`config.mk`:
```
export PLATFORM = sky130hd
export DESIGN_NAME = pipeline_ctrl_flat
export DESIGN_NICKNAME = d
export VERILOG_FILES = /design/src/rtl/pipeline_ctrl_if.sv /design/src/rtl/pipeline_ctrl.sv /design/src/flat_wrapper.sv
export SDC_FILE = /design/constraint.sdc
export NUM_CORES = 1
export LEC_CHECK = 0
export CAP_MARGIN = 20
export CORE_MARGIN = 2
export CORE_UTILIZATION = 52
export DETAILED_ROUTE_END_ITERATION = 7
export GPL_TIMING_DRIVEN = 0
export PLACE_DENSITY = 0.85
export SETUP_SLACK_MARGIN = 0.1
export SYNTH_ARGS = -nofsm -noshare
export SYNTH_HDL_FRONTEND = slang
export SYNTH_SLANG_ARGS = --single-unit
```
`constraint.sdc`:
```
create_clock -name clk -period 2.5 [get_ports clk]
set_input_delay 0.5 -clock clk [delete_from_list [all_inputs] [get_ports clk]]
set_output_delay 0.5 -clock clk [all_outputs]
set_load 0.05 [all_outputs]
```
`src/rtl/pipeline_ctrl_if.sv`:
```
// Handshake bundle between the hazard/EX/memory sources and the pipeline controller.
// master drives requests and observes controls; slave is the controller side.
interface pipeline_ctrl_if #(
  parameter int CNT_W = 16
);
  logic             stall_req;
  logic             redirect;
  logic             dmem_busy;
  logic             imem_busy;
  logic             pc_we;
  logic             if_id_we;
  logic             if_id_flush;
  logic             id_ex_flush;
  logic             ex_mem_we;
  logic             mem_wb_we;
  logic             redirect_take;
  logic             stall_timeout;
  logic [CNT_W-1:0] stall_cycles;
  logic [CNT_W-1:0] flush_count;

  modport master (
    output stall_req, redirect, dmem_busy, imem_busy,
    input  pc_we, if_id_we, if_id_flush, id_ex_flush, ex_mem_we, mem_wb_we,
    input  redirect_take, stall_timeout, stall_cycles, flush_count
  );

  modport slave (
    input  stall_req, redirect, dmem_busy, imem_busy,
    output pc_we, if_id_we, if_id_flush, id_ex_flush, ex_mem_we, mem_wb_we,
    output redirect_take, stall_timeout, stall_cycles, flush_count
  );
endinterface

```
`src/rtl/pipeline_ctrl.sv`:
```
// Pipeline control unit for a 5-stage RISC-V core: stage enables/flushes, deferred
// redirects across memory waits, a stall watchdog and saturating performance counters.
module pipeline_ctrl #(
  parameter int MAX_STALL = 16,
  parameter int CNT_W     = 16
) (
  input logic            clk,
  input logic            rstn,
  pipeline_ctrl_if.slave bus
);

  localparam int SW = $clog2(MAX_STALL + 1);
  localparam logic [SW-1:0] MAX_V = SW'(MAX_STALL);

  typedef enum logic [1:0] {RUN, MEM_WAIT, REDIR_PEND} state_t;

  state_t           state, state_nx;
  logic             pend, pend_nx;
  logic [SW-1:0]    stall_run, stall_run_nx;
  logic             timeout;
  logic [CNT_W-1:0] stall_cnt, flush_cnt;

  logic pc_we, if_id_we, if_id_flush, id_ex_flush, ex_mem_we, mem_wb_we, take;
  logic redir_now;

  function automatic logic [CNT_W-1:0] sat_inc(input logic [CNT_W-1:0] v);
    return (&v) ? v : v + 1'b1;
  endfunction

  // A pending flag only exists outside RUN; it outranks everything but dmem_busy.
  assign redir_now = (pend && state != RUN) || bus.redirect;

  always_comb begin
    pc_we       = 1'b0;
    if_id_we    = 1'b0;
    if_id_flush = 1'b0;
    id_ex_flush = 1'b0;
    ex_mem_we   = 1'b0;
    mem_wb_we   = 1'b0;
    take        = 1'b0;
    state_nx    = state;
    pend_nx     = pend;
    if (!rstn) begin
      state_nx = RUN;
      pend_nx  = 1'b0;
    end else if (bus.dmem_busy) begin
      state_nx = MEM_WAIT;
      pend_nx  = pend | bus.redirect;
    end else if (redir_now) begin
      // Wrong-path work is squashed now even if the fetch port cannot take the target yet.
      if_id_we    = 1'b1;
      if_id_flush = 1'b1;
      id_ex_flush = 1'b1;
      ex_mem_we   = 1'b1;
      mem_wb_we   = 1'b1;
      if (bus.imem_busy) begin
        state_nx = REDIR_PEND;
        pend_nx  = 1'b1;
      end else begin
        pc_we    = 1'b1;
        take     = 1'b1;
        state_nx = RUN;
        pend_nx  = 1'b0;
      end
    end else begin
      state_nx  = RUN;
      ex_mem_we = 1'b1;
      mem_wb_we = 1'b1;
      if (bus.stall_req) begin
        id_ex_flush = 1'b1;
      end else if (bus.imem_busy) begin
        if_id_we    = 1'b1;
        if_id_flush = 1'b1;
      end else begin
        pc_we    = 1'b1;
        if_id_we = 1'b1;
      end
    end
  end

  always_comb begin
    stall_run_nx = stall_run;
    if (!bus.stall_req)
      stall_run_nx = '0;
    else if (!bus.dmem_busy && stall_run != MAX_V)
      stall_run_nx = stall_run + 1'b1;
  end

  always_ff @(posedge clk or negedge rstn) begin
    if (!rstn) begin
      state     <= RUN;
      pend      <= 1'b0;
      stall_run <= '0;
      timeout   <= 1'b0;
      stall_cnt <= '0;
      flush_cnt <= '0;
    end else begin
      state     <= state_nx;
      pend      <= pend_nx;
      stall_run <= stall_run_nx;
      if (stall_run_nx == MAX_V)
        timeout <= 1'b1;
      if (!pc_we)
        stall_cnt <= sat_inc(stall_cnt);
      if (take)
        flush_cnt <= sat_inc(flush_cnt);
    end
  end

  assign bus.pc_we         = pc_we;
  assign bus.if_id_we      = if_id_we;
  assign bus.if_id_flush   = if_id_flush;
  assign bus.id_ex_flush   = id_ex_flush;
  assign bus.ex_mem_we     = ex_mem_we;
  assign bus.mem_wb_we     = mem_wb_we;
  assign bus.redirect_take = take;
  assign bus.stall_timeout = timeout;
  assign bus.stall_cycles  = stall_cnt;
  assign bus.flush_count   = flush_cnt;

endmodule

```
`src/flat_wrapper.sv`:
```
// flat-port wrapper written by rule: the top's interface ports become plain ports
module pipeline_ctrl_flat 
#(
  parameter int MAX_STALL = 16,
  parameter int CNT_W     = 16
)
  (clk, rstn, bus_stall_req, bus_redirect, bus_dmem_busy, bus_imem_busy, bus_pc_we, bus_if_id_we, bus_if_id_flush, bus_id_ex_flush, bus_ex_mem_we, bus_mem_wb_we, bus_redirect_take, bus_stall_timeout, bus_stall_cycles, bus_flush_count);
  pipeline_ctrl_if #(.CNT_W(CNT_W)) bus_i ();
  input logic clk;
  input logic rstn;
  input wire logic [$bits(bus_i.stall_req)-1:0] bus_stall_req;
  input wire logic [$bits(bus_i.redirect)-1:0] bus_redirect;
  input wire logic [$bits(bus_i.dmem_busy)-1:0] bus_dmem_busy;
  input wire logic [$bits(bus_i.imem_busy)-1:0] bus_imem_busy;
  output wire logic [$bits(bus_i.pc_we)-1:0] bus_pc_we;
  output wire logic [$bits(bus_i.if_id_we)-1:0] bus_if_id_we;
  output wire logic [$bits(bus_i.if_id_flush)-1:0] bus_if_id_flush;
  output wire logic [$bits(bus_i.id_ex_flush)-1:0] bus_id_ex_flush;
  output wire logic [$bits(bus_i.ex_mem_we)-1:0] bus_ex_mem_we;
  output wire logic [$bits(bus_i.mem_wb_we)-1:0] bus_mem_wb_we;
  output wire logic [$bits(bus_i.redirect_take)-1:0] bus_redirect_take;
  output wire logic [$bits(bus_i.stall_timeout)-1:0] bus_stall_timeout;
  output wire logic [$bits(bus_i.stall_cycles)-1:0] bus_stall_cycles;
  output wire logic [$bits(bus_i.flush_count)-1:0] bus_flush_count;
  assign bus_i.stall_req = bus_stall_req;
  assign bus_i.redirect = bus_redirect;
  assign bus_i.dmem_busy = bus_dmem_busy;
  assign bus_i.imem_busy = bus_imem_busy;
  assign bus_pc_we = bus_i.pc_we;
  assign bus_if_id_we = bus_i.if_id_we;
  assign bus_if_id_flush = bus_i.if_id_flush;
  assign bus_id_ex_flush = bus_i.id_ex_flush;
  assign bus_ex_mem_we = bus_i.ex_mem_we;
  assign bus_mem_wb_we = bus_i.mem_wb_we;
  assign bus_redirect_take = bus_i.redirect_take;
  assign bus_stall_timeout = bus_i.stall_timeout;
  assign bus_stall_cycles = bus_i.stall_cycles;
  assign bus_flush_count = bus_i.flush_count;
  pipeline_ctrl #(.MAX_STALL(MAX_STALL), .CNT_W(CNT_W)) u_core (.clk(clk), .rstn(rstn), .bus(bus_i));
endmodule
```
## After elaboration in Yosys (flattened, before gate mapping)

Cells that the tools add are included.

- Flip-flop bits (word level): 41
- Bits of input ports: 6
- Output and inout port bits: 40
- Word-level logic and storage cells: 57

- Add/subtract/negate cells: 3
- Equality and inequality tests: 3
- Multiplexer cells: 32
- Bitwise gates (word level): 4
- Reduce and logical (&&, ||, !) cells: 9

Operators with widths:

| operator | count |
|---|---|
| $add A16 B1 Y16 const B | 2 |
| $reduce_and A16 Y1 | 2 |
| $mux W1 | 26 |
| $mux W5 | 2 |
| $mux W2 | 4 |
| $add A5 B1 Y5 const B | 1 |
| $eq A5 B5 Y1 const B | 1 |
| $ne A5 B5 Y1 const B | 1 |
| $reduce_and A2 Y1 | 2 |
| $ne A3 B1 Y1 const B | 1 |
| $not A1 Y1 | 3 |
| $logic_and A1 B1 Y1 | 2 |
| $reduce_bool A2 Y1 | 1 |
| $logic_not A1 Y1 | 1 |
| $logic_or A1 B1 Y1 | 1 |
| $or A1 B1 Y1 | 1 |

## Logic depth before layout (Yosys ltp)

Gate-level depths: netlist of the first run.

- Word-level depth: 8
- Mapped depth: 7

## Least setup slack after synthesis of the first run

Ideal clock, no wire load.

- Path type: input-to-reg
- Start point: in bus_dmem_busy
- End point: reg u_core.stall_cnt[1] (netlist: u_core.bus.stall_cycles[1])
- Library setup time: 0.128 ns
- Data arrival time: 2.207 ns
- Path slack: 0.165 ns
- Cell stages on the path: 5
- Buffers on the path: 1
- Cells stage by stage: nand2b_4 > a311oi_2 > a21o_4 > buf_6 > mux2_1

- Cells in the longest elaborated chain, start to end: 4

RTL lines:

| item | line | text |
|---|---|---|
| start, declared | flat_wrapper.sv:13 | `input wire logic [$bits(bus_i.dmem_busy)-1:0] bus_dmem_busy;` |
| $mux W1 | pipeline_ctrl.sv:46 | `end else if (bus.dmem_busy) begin` |
| $mux W1 | pipeline_ctrl.sv:43 | `if (!rstn) begin` |
| named net bus_pc_we | flat_wrapper.sv:15 | `output wire logic [$bits(bus_i.pc_we)-1:0] bus_pc_we;` |
| $not A1 Y1 (no line) | n/a |  |
| $reduce_and A2 Y1 (no line) | n/a |  |
| end signal, assigned | pipeline_ctrl.sv:104 | `stall_cnt <= sat_inc(stall_cnt);` |
| end, declared | pipeline_ctrl.sv:21 | `logic [CNT_W-1:0] stall_cnt, flush_cnt;` |

The timed path passes the listed nets, and every way through them passes these cells.
A chain may end at the register's enable or synchronous reset.

## Worst setup path after layout of the first run

- Start point: in bus_redirect
- End point: out bus_if_id_we

- Cells in the longest elaborated chain, start to end: 4

RTL lines:

| item | line | text |
|---|---|---|
| start, declared | flat_wrapper.sv:12 | `input wire logic [$bits(bus_i.redirect)-1:0] bus_redirect;` |
| $logic_or A1 B1 Y1 | pipeline_ctrl.sv:31 | `assign redir_now = (pend && state != RUN) \|\| bus.redirect;` |
| $mux W1 | pipeline_ctrl.sv:49 | `end else if (redir_now) begin` |
| $mux W1 | pipeline_ctrl.sv:46 |  |
| $mux W1 | pipeline_ctrl.sv:43 |  |
| end, declared | flat_wrapper.sv:16 | `output wire logic [$bits(bus_i.if_id_we)-1:0] bus_if_id_we;` |

No other way between the ends.

==> results of run 1 <==
## stage by stage
step / hold WS, ns / setup WS [ns]
2_1_floorplan: 0.2044 / 0.1653
3_3_place_gp: 0.4628 / -1.971
3_5_place_dp: 0.4225 / -0.6302
4_1_cts: 0.1091 / 0.1111
5_1_grt: 0.1193 / 0.1047
6_report: 0.1107 / 0.1347
## per-layer routing
metal,up-vias,track usage,part of all wire
met5,-,0,0
met2,37,0.3407,0.49
met1,788,0.2444,0.44
li1,772,-,-
met3,9,0.04000,0.040
met4,0,0.09439,0.024
## critical path: cells and delay by family
| kind | cells | cell delay (ns) |
|---|---|---|
| AOI/OAI and AO/OA | 1 | 0.14 |
| and+or+nand+nor | 1 | 0.18 |
| buffers and inverters | 3 | 1.05 |
## cells by family after synthesis
logic type | Yosys count
buffers and inverters | 12
adder cells (fa/ha/maj) | 4
AO/OA/AOI/OAI | 13
multiplexers | 4
AND/OR/NAND/NOR | 91
flip-flops | 41
XOR/XNOR | 31
## layout make-up
type | count | area share
Sequential cell | 41 | 0.3753
Multi-Input combinational cell | 143 | 0.3753
Timing Repair Buffer | 45 | 0.1597
Clock buffer | 7 | 0.03158
Tap cell | 50 | 0.02288
Buffer | 5 | 0.01465
Clock inverter | 1 | 0.01098
Inverter | 7 | 0.009611
## final timing paths
check                                            endpoint  slack, ns  depth (start not counted)
worst max-delay path                         bus_if_id_we       0.13                          5
worst min-delay path            u_core.bus.flush_count[6]       0.11                          1
worst max register to register   u_core.bus.stall_timeout       0.64                          7
worst min register to register   u_core.bus.stall_timeout       0.49                          1
max in group asynchronous             u_core.stall_run[4]       1.92                          2
min in group clk                 u_core.bus.stall_timeout       0.49                          1
## Yosys cell counts, types with 4 or more instances
cell	instances	area, um2
dfrtp_1	41	1026
inv_1	7	26.28
ha_1	4	50.05
and2_1	4	25.02
nand3_1	12	60.06
nor3_1	8	40.04
xnor2_1	15	131.4
nor3_2	4	40.04
xor2_1	16	140.1
nand4_1	8	50.05
nand2_1	15	56.30
nand2b_1	4	25.02
nor2_1	18	67.56
and3_1	6	37.54
## state kept, by name, summed over array words and instances, names as in the netlist
name and count:
u_core.pend 1, u_core.stall_run 5, u_core.bus.flush_count 16, u_core.bus.stall_timeout 1, u_core.state 2, u_core.bus.stall_cycles 16
## cell usage in the layout, fill, tap and decap left out, types with 4 or more instances in the layout
master / instances
clkdlybuf4s50_1: 35
dfrtp_1: 41
nor3_2: 4
nor2_1: 18
xor2_1: 16
and3_1: 6
nand2_1: 15
buf_2: 5
clkbuf_8: 6
nand2b_1: 4
ha_1: 4
and2_1: 4
nand4_1: 8
inv_1: 7
xnor2_1: 15
nand3_1: 12
nor3_1: 8
## power groups by stage
stage	clock network (W)	registers [W]	logic, W
6_report	0.000551	0.000991	0.00121
5_1_grt	0.000581	0.00102	0.00129
4_1_cts	0.000563	0.000991	0.00122
3_5_place_dp	0	0.00100	0.00122
3_3_place_gp	0	0.000998	0.00119
2_1_floorplan	0	0.00147	0.000325
## what timing repair did
item	CTS	global route
pin swaps	0	0
endpoints found under the setup margin	7	3
gates resized for setup	24	5
==> results.txt, run 1 <==
RSZ-0062 raised after global routing -> false
Starting Density -> 0.5344
maximum vdd drop -> 0.7618 mV
Core Util, Final -> 0.6934
initial antenna violation count -> 0
Routed wire per std cell -> 14.02 um
CP Launch Point -> bus_redirect
Max clock buf depth -> 2
Final Max Tran Viols -> 0
Synth Area in Simple Gates -> 0.2393
Layout area overhead -> 29.75%
Placed Cells -> 291
post-route antenna net violation count -> 0
Synth Area in Adders -> 0.02375
CTS tree -> built
post-synthesis mux area share -> 0.02078
htree depth -> 2
clock skew -> 0.005453 ns
largest family of logic cells by synthesized area -> simple AND/OR/NAND/NOR gates
Async SR Flop Fraction -> 1.000
crit-path max FO -> 4
Total Wirelength -> 4.192 mm
Clk network pwr share -> 0.200
post-synthesis sequential area ratio -> 0.4869
CTS Root Cell -> clkbuf_8
logic gate share of total power -> 0.440
clk sinks -> 41
clk slew on worst S/H paths -> 0.07 ns
Slew @ Worst Pin -> 0.5157 ns
final instance area -> 2734 um2
DP Area -> 2625 um2
post-synthesis xor/xnor area fraction -> 0.1289
Final nets -> 258
Int Pwr -> 0.001552 W
Post-CTS Setup Bufs -> 0
filler instances -> 295
layout cells sized above 1 -> 0.1446
DIE AREA -> 4577 um2
Avg Inst Size Synth -> 10.75 um2
cell area power density -> 1006 nW/um2
PortBufs -> 44
Tot Pwr -> 0.002751 W
Fin. Hold Viols -> 0
WP data arrival -> 1.87 ns
endpoints failing setup -> 0
vias per inst -> 5.371
maxcap violations -> 0
Leak Pwr -> 1.152 nW
register share of total power -> 0.360
Critical R2R Launch -> u_core.stall_run[0]
Tot GR Track Use -> 0.2010
Site Rows -> 23
synthesized area -> 2107 um2
vias in the first global route -> 1527
Max stage delay on crit path -> 0.53 ns
router iterations before antenna repair -> 4
Placer Congestion -> 0.7969
ANT cells -> 0
Die Width -> 67.66 um
EDFF count, synth -> 0
Worst path slowest cell -> clkdlybuf4s50_1
largest net degree at the start of global routing -> 32
initial drt markers -> 88
Hold Buf Count CTS -> 0
fin crit share -> 0.9461
Cell variety after synth -> 39
Syn Inst Count -> 196
Mapped Nets -> 206
Synth Area in Compound Gates -> 0.06888
Net Sw Power -> 0.001199 W
CORE AREA -> 3943 um2
Vias -> 1606
total grt overflow -> 0
detailed placer's ending HPWL -> 3.027 mm
FF/Latch Area -> 1026 um2
non-filler instance count after layout -> 299
status -> finished, final reports clean
multi-input logic area -> 1026 um2
Ports -> 46
post-layout min period -> 2.365 ns
CP cell instances -> clkdlybuf4s50_1, inv_1, and2_1, a21oi_1, clkdlybuf4s18_2
Ys Warns -> 0
maximum clock rate -> 422.8 MHz
Data required, critical path -> 2.00 ns
Worst Setup End Kind -> output pin
Final TNS setup -> 0 ns
critical path type -> primary input to output pin
Slew headroom -> 0.6551
startpoint types -> primary input
predominant post-synthesis flop cell -> dfrtp_1
#FFs+latches synth -> 41
switch share -> 0.4360
first-pass GRT wire length -> 6.831 mm
CTS Buf Count -> 5
Hold/Removal Path Class -> primary input to async pin
Die Span Y -> 67.66 um
Residual DRC -> 0
clock latency on the worst-skew pair -> 0.29 ns
No activity file was read; power rests on OpenSTA's default activity.
==> inputs of run 2 (changes only) <==
--- a/config.mk
+++ b/config.mk
@@ -6,12 +6,14 @@
 export NUM_CORES = 1
 export LEC_CHECK = 0
 export CAP_MARGIN = 20
+export CORE_ASPECT_RATIO = 1.1
 export CORE_MARGIN = 2
 export CORE_UTILIZATION = 52
 export DETAILED_ROUTE_END_ITERATION = 7
 export GPL_TIMING_DRIVEN = 0
 export PLACE_DENSITY = 0.85
 export SETUP_SLACK_MARGIN = 0.1
+export SLEW_MARGIN = 0
 export SYNTH_ARGS = -nofsm -noshare
 export SYNTH_HDL_FRONTEND = slang
 export SYNTH_SLANG_ARGS = --single-unit
==> results.txt, run 2 (same netlist as run 1, synthesis figures left out) <==
status -> finished, final reports clean
maximum vdd drop -> 0.8596 mV
Slew headroom -> 0.6457
critical path type -> primary input to output pin
Crit path max-delay family -> buffers and inverters
Worst path slowest cell -> clkdlybuf4s50_1
Data required, critical path -> 2.00 ns
post-route antenna net violation count -> 0
Leak Pwr -> 1.158 nW
buffer and inverter count on the worst path -> 3
detailed placer's ending HPWL -> 2.980 mm
fin crit share -> 0.9346
Hold/Removal Path Class -> primary input to async pin
Final Max Tran Viols -> 0
clk sinks -> 41
Final nets -> 258
Hold Buf Count CTS -> 0
Routed wire per std cell -> 14.22 um
Die Span Y -> 70.76 um
Placed Cells -> 293
initial antenna violation count -> 0
WP data arrival -> 1.84 ns
maxcap violations -> 0
startpoint types -> primary input
vias per inst -> 5.299
Ports -> 46
ANT cells -> 0
Critical R2R Launch -> u_core.stall_run[0]
crit-path max FO -> 4
Worst Setup End Kind -> output pin
first-pass GRT wire length -> 7.217 mm
Slew @ Worst Pin -> 0.5298 ns
CTS tree -> built
Worst Reg2Reg Path Length in Cells -> 7
CP Launch Point -> bus_redirect
router iterations before antenna repair -> 4
clock skew -> 0.006294 ns
total grt overflow -> 0
Max stage delay on crit path -> 0.51 ns
htree depth -> 2
CTS Root Cell -> clkbuf_8
Layout area overhead -> 30.52%
Site Rows -> 24
Max clock buf depth -> 2
Total Wirelength -> 4.279 mm
filler instances -> 279
Tot GR Track Use -> 0.2070
Final TNS setup -> 0 ns
most frequent cells in the layout -> 41 x dfrtp_1, 35 x clkdlybuf4s50_1, 18 x nor2_1
Residual DRC -> 0
clock latency on the worst-skew pair -> 0.29 ns
Vias -> 1595
Die Width -> 64.69 um
multi-input logic area -> 1026 um2
CTS Buf Count -> 5
initial drt markers -> 73
CP cell instances -> clkdlybuf4s50_1, inv_1, and2_1, a21oi_1, clkdlybuf4s15_2
maximum clock rate -> 428.0 MHz
FF/Latch Area -> 1026 um2
largest net degree at the start of global routing -> 30
commonest non-fill, non-tap cell in the layout -> dfrtp_1
PortBufs -> 44
vias in the first global route -> 1501
Worst path depth -> 5
layout cells sized above 1 -> 0.1486
non-filler instance count after layout -> 301
Post-CTS Setup Bufs -> 0
Placer Congestion -> 0.7920
Fin. Hold Viols -> 0
clk slew on worst S/H paths -> 0.08 ns
cell area power density -> 1005 nW/um2
Starting Density -> 0.5356
CORE AREA -> 3934 um2
endpoints failing setup -> 0
RSZ-0062 raised after global routing -> false
Tot Pwr -> 0.002765 W
post-layout min period -> 2.337 ns
DIE AREA -> 4577 um2
## run 2: area by class of cell
cell class | instances | share of cell area
repair buffers | 45 | 0.1638
plain buffers | 5 | 0.01456
well taps | 52 | 0.02366
multi-input cells | 143 | 0.3731
clock buffers | 7 | 0.03139
clock inverters | 1 | 0.01092
inverters | 7 | 0.009554
flip-flops and latches | 41 | 0.3731
## run 2: report_power, final
part / internal (W) / switching [W]
registers: 0.000814 / 0.000184
clock network: 0.000326 / 0.000229
logic: 0.000415 / 0.000799
total: 0.00155 / 0.00121
## run 2: worst paths after layout
kind	slack (ns)	to
hold / removal	0.08	u_core.bus.flush_count[5]
setup reg to reg	0.67	u_core.bus.stall_timeout
max in group asynchronous	2.00	u_core.bus.stall_cycles[6]
setup / recovery	0.16	bus_if_id_flush
min in group clk	0.48	u_core.bus.stall_timeout
hold reg to reg	0.48	u_core.bus.stall_timeout
## run 2: worst reg2reg max path, delay by kind of cell, from the launching register on
kind | cells | cell delay (ns)
compound gates | 2 | 0.34
fa+ha+maj | 1 | 0.22
buf+inv | 1 | 0.10
flops | 1 | 0.41
simple gates | 3 | 0.71
## run 2: repair_timing
item	CTS	global route
pin swaps	0	1
setup endpoints to repair	7	5
cloned	0	0
resized for setup	26	6
## run 2: through the flow
stage / instance area [um2] / util / setup WS [ns] / hold WS, ns
floorplan: 2107 / - / 0.1653 / 0.2044
global route: 2750 / 0.6991 / 0.1113 / 0.08331
detailed placement: 2628 / 0.6679 / -0.6260 / 0.4348
finish: 2750 / 0.6991 / 0.1635 / 0.08014
global placement: 2613 / 0.6641 / -1.974 / 0.4606
CTS: 2753 / 0.6997 / 0.04258 / 0.1149
## run 2: layer usage
metal  vias up  part of all wire  track usage
met5         -                 0            0
met4         0            0.0058      0.06383
met3         2             0.058      0.06995
met2        49              0.51       0.3171
met1       763              0.43       0.2806
li1        781                 -            -
